`src/rtl/fifo_param.sv`:
```
// Parametrised single-clock FIFO with occupancy count, almost-full/almost-empty
// flags, overflow/underflow pulses and an empty-state read/write bypass.
module fifo_param #(
  parameter int MEM_DEPTH = 32,
  parameter int MEM_WIDTH = 8,
  parameter int AF_LEVEL  = MEM_DEPTH - 2,
  parameter int AE_LEVEL  = 2,
  parameter int CW        = $clog2(MEM_DEPTH + 1)
) (
  input  logic                 CLOCK,
  input  logic                 RESET_N,
  input  logic                 CLEAR_N,
  input  logic                 READ,
  input  logic                 WRITE,
  input  logic [MEM_WIDTH-1:0] DATA_IN,
  output logic [MEM_WIDTH-1:0] DATA_OUT,
  output logic                 F_FULL_N,
  output logic                 F_EMPTY_N,
  output logic                 F_AFULL_N,
  output logic                 F_AEMPTY_N,
  output logic [CW-1:0]        USE_DW,
  output logic                 OVF,
  output logic                 UDF
);

  localparam int            AW        = (MEM_DEPTH > 1) ? $clog2(MEM_DEPTH) : 1;
  localparam logic [AW-1:0] LAST_ADDR = AW'(MEM_DEPTH - 1);
  localparam logic [CW-1:0] DEPTH_C   = CW'(MEM_DEPTH);
  localparam logic [CW-1:0] AF_C      = CW'(AF_LEVEL);
  localparam logic [CW-1:0] AE_C      = CW'(AE_LEVEL);

  logic [MEM_WIDTH-1:0] mem [MEM_DEPTH];
  logic [AW-1:0]        waddr;
  logic [AW-1:0]        raddr;
  logic                 empty;
  logic                 full;
  logic                 do_push;
  logic                 do_pop;
  logic                 do_bypass;
  logic                 ovf_nxt;
  logic                 udf_nxt;
  logic [CW-1:0]        use_nxt;

  assign empty = (USE_DW == '0);
  assign full  = (USE_DW == DEPTH_C);

  // Decision is taken on registered count only; clear overrides every request.
  always_comb begin
    do_push   = 1'b0;
    do_pop    = 1'b0;
    do_bypass = 1'b0;
    ovf_nxt   = 1'b0;
    udf_nxt   = 1'b0;
    use_nxt   = USE_DW;
    if (!CLEAR_N) begin
      use_nxt = '0;
    end else if (READ && WRITE) begin
      if (empty) begin
        do_bypass = 1'b1;
      end else begin
        do_push = 1'b1;
        do_pop  = 1'b1;
      end
    end else if (READ) begin
      if (empty) begin
        udf_nxt = 1'b1;
      end else begin
        do_pop  = 1'b1;
        use_nxt = USE_DW - CW'(1);
      end
    end else if (WRITE) begin
      if (full) begin
        ovf_nxt = 1'b1;
      end else begin
        do_push = 1'b1;
        use_nxt = USE_DW + CW'(1);
      end
    end
  end

  // Storage is deliberately left unreset; the count alone defines valid words.
  always_ff @(posedge CLOCK) begin
    if (do_push) begin
      mem[waddr] <= DATA_IN;
    end
  end

  always_ff @(posedge CLOCK or negedge RESET_N) begin
    if (!RESET_N) begin
      waddr      <= '0;
      raddr      <= '0;
      DATA_OUT   <= '0;
      USE_DW     <= '0;
      F_FULL_N   <= 1'b1;
      F_EMPTY_N  <= 1'b0;
      F_AFULL_N  <= 1'b1;
      F_AEMPTY_N <= 1'b0;
      OVF        <= 1'b0;
      UDF        <= 1'b0;
    end else begin
      if (!CLEAR_N) begin
        waddr <= '0;
        raddr <= '0;
      end else begin
        if (do_push) begin
          waddr <= (waddr == LAST_ADDR) ? '0 : waddr + AW'(1);
        end
        if (do_pop) begin
          raddr    <= (raddr == LAST_ADDR) ? '0 : raddr + AW'(1);
          DATA_OUT <= mem[raddr];
        end
        if (do_bypass) begin
          DATA_OUT <= DATA_IN;
        end
      end
      // Flags follow the next count so they always match USE_DW.
      USE_DW     <= use_nxt;
      F_FULL_N   <= (use_nxt != DEPTH_C);
      F_EMPTY_N  <= (use_nxt != '0);
      F_AFULL_N  <= (use_nxt < AF_C);
      F_AEMPTY_N <= (use_nxt > AE_C);
      OVF        <= ovf_nxt;
      UDF        <= udf_nxt;
    end
  end

endmodule

```
`config.mk`:
```
export PLATFORM = sky130hd
export DESIGN_NAME = fifo_param
export DESIGN_NICKNAME = d
export VERILOG_FILES = /design/src/rtl/fifo_param.sv
export SDC_FILE = /design/constraint.sdc
export NUM_CORES = 1
export LEC_CHECK = 0
export ABC_AREA = 1
export CORE_UTILIZATION = 55
export CTS_CLUSTER_SIZE = 12
export DETAILED_ROUTE_END_ITERATION = 10
export DONT_BUFFER_PORTS = 1
export PLACE_DENSITY_LB_ADDON = 0.2
export SLEW_MARGIN = 5
export SYNTH_ARGS = -nofsm -noshare
export SYNTH_HDL_FRONTEND = slang
export SYNTH_SLANG_ARGS = --single-unit
```
`constraint.sdc`:
```
create_clock -name CLOCK -period 5.63 [get_ports CLOCK]
set_input_delay 1.126 -clock CLOCK [delete_from_list [all_inputs] [get_ports CLOCK]]
set_output_delay 1.126 -clock CLOCK [all_outputs]
set_load 0.03 [all_outputs]
```
==> results.yml <==
synthesis:
  synth_area_leaders: "edfxtp_1, nand2_1, nand3_1"
  yosys_warnings: 0
  syn-instance-count: 1235
  yosys.area.top_type: "edfxtp_1"
  synth_nets: 1257
  yosysTopAreaCellShare_pct: 61.1
  netlist_area_um2: 12600
  postSynthAreaPerCell_um2: 10.2
  ys_types: 33
  synth_seq_area_share_pct: 67.1
  ys_ff_latch: 286
setup_path:
  worstSetupPathType: "reg -> reg"
  cp.arrival_ns: 3.49
  end_kind: "register"
  critPathMaxFanout: 93
  crit_start: "raddr[0]"
  r2r_start: "raddr[0]"
  critPathLaunchType: "register"
  required_ns: 6.11
die:
  io_pins: 33
  core_um2: 22200
  start_util_pct: 56.8
  die_w_um: 153
  dieArea_um2: 23500
  die_y_um: 153
  row_count: 54
clock_tree:
  hold_buffers: 0
  cts_tree: "yes"
  cts_resized: 0
  numClockSinks: 286
  root_buffer: "clkbuf_16"
  clock_tree.buffer_depth: 3
  clkSlewWorstSetupHoldPaths_ns: 0.06
  cts_buffers: 29
  post_cts_buffers: 0
  htree_num_levels: 1
  clk_latency_ns: 0.56
routing:
  vias: 8544
  detail-route-antenna-nets: 0
  post-route-drc-count: 0
  dr.pass1.iters: 7
  finalWirelength_um: 29900
  wl_per_cell_um: 19.8
  viasPerCell: 5.65
  drtIter0Drc: 799
sta:
  rsz0062_at_grt: "no"
  max_freq_ghz: 0.332
  tightest_slew_ns: 1.16
  fin_crit_ns: 3.02
  layout_setup_ws_ns: 2.61
  tns_ns: 0
  max_slew_margin_pct: 22.9
  maxSlewViolCount: 0
  fin_worst_skew_ns: 0.0136
  whs_ns: 0.260
  setup_violations: 0
  hold_viol_final: 0
  post-route-period-util_pct: 53.6
placement:
  hpwl_um: 17800
  globalplace.congestion: 0.900
  postPlaceCellArea_um2: 12700
  placed_cells: 1463
  dp_worst_setup_slack_ns: 2.67
  portBuffers: 0
global_routing:
  grt_max_degree: 94
  antenna_found_initial: 0
  grt-busiest-layer: "met2"
  gr-usage-met2_pct: 43.2
  grt_pass1_wl_um: 46900
  grt.overflow.total: 0
  grt_use_met1_pct: 36.3
  grt_pass1_vias: 8364
  globalRouteTotalUtil_pct: 26.2
  grt_util_met3_pct: 4.73
final_layout:
  postLayoutCoreUtil_pct: 61.2
  diodes: 0
  nets: 1236
  drive_gt1_share_pct: 6.24
  fin_cells: 1513
  fillers: 1849
  finalInstanceArea_um2: 13600
  area_growth_pct: 7.79
power:
  p_total_mw: 4.80
  p_per_area_nw_per_um2: 353
  p_leak_nw: 5.48
  peakVddDrop_mv: 0.285
worst_hold_path:
  min_path_type: "in -> async"
flow_run:
  cap_violations: 0
status:
  status: "finished, final reports clean"
## cells in the mapped netlist
master     instances
nand2_1          439
nand4_1            2
nor3_2             1
nor2_4             1
nor4_1             2
nand3_1          182
ha_1               9
edfxtp_1         256
o21ai_0           16
a21oi_1           28
clkinv_1           2
dfrtp_1           28
dfstp_2            2
nand4_4            1
clkbuf_1          12
nand2_2            4
nor2_1            70
nor3_1             2
buf_2             36
inv_2             10
inv_1             99
o2bb2ai_1          1
inv_6              1
o22ai_1            1
nand2_4            6
nand3_2            1
xor2_1             4
o31ai_1            1
a21boi_1           1
nor3_4             1
o21ai_2            1
buf_1              9
nor2_2             6
## final timing paths
kind                                to  slack [ns]  depth (start not counted)
setup / recovery           DATA_OUT[4]        2.61                         10
hold / removal                waddr[1]        0.26                          0
setup reg to reg           DATA_OUT[4]        2.61                         10
hold reg to reg               waddr[0]        0.61                          1
max in group asynchronous    F_AFULL_N        5.20                          0
min in group CLOCK            waddr[0]        0.61                          1
## placed cells by master (no fill, tap or decap), types with 3 or more instances in the layout
master and instances:
a21oi_1 28, buf_4 5, clkbuf_1 14, clkbuf_16 29, clkinv_1 3, clkinv_2 3, dfrtp_1 26, edfxtp_1 256
ha_1 9, inv_1 99, inv_2 9, nand2_1 439, nand2_2 4, nand2_4 6, nand3_1 182, nor2_1 70
nor2_2 6, o21ai_0 16, xor2_1 4
## flip-flops by register name, indices dropped and copies added, names as in the netlist
register    count
F_EMPTY_N       1
F_AFULL_N       1
F_AEMPTY_N      1
waddr           5
mem           256
OVF             1
UDF             1
USE_DW          6
F_FULL_N        1
raddr           5
DATA_OUT        8
## report_power, final
group | internal (mW) | switching [mW] | leakage [nW]
clock network | 0.980 | 0.779 | 0.411
registers | 2.36 | 0.137 | 2.68
logic | 0.162 | 0.381 | 2.39
total | 3.50 | 1.30 | 5.48
## final cells by class
cell class,instances,area (µm²),area share (%)
inverter,112,428,3.15
timing repair buffer,5,37.5,0.277
tap,280,350,2.58
sequential,286,8450,62.2
clock inverter,5,38.8,0.286
clock buffer,45,806,5.94
multi-input combinational,780,3460,25.5
## per-layer routing
metal | part of all wire, % | up-vias
li1 | - | 4042
met1 | 42 | 4096
met2 | 48 | 357
met3 | 7.5 | 49
met4 | 2.0 | 0
met5 | 0 | -
## kinds of logic after synthesis
group / count (synthesis) / share of synthesized area [%]
AND/OR/NAND/NOR: 718 / 24.3
flip-flops: 286 / 67.1
buffers and inverters: 169 / 5.44
AO/OA/AOI/OAI: 49 / 2.06
adder cells (fa/ha/maj): 9 / 0.895
XOR/XNOR: 4 / 0.278
## worst max-delay path, stage by stage, from the launching register on
cell,delay (ns)
dfrtp_4,0.74
inv_4,0.80
buf_4,0.50
nand2_1,0.09
nand2_1,0.07
nand2_1,0.05
nand3_1,0.12
nand3_1,0.09
nand3_1,0.16
nand3_1,0.09
a21oi_1,0.12
Power figures use the tool's default switching activity.
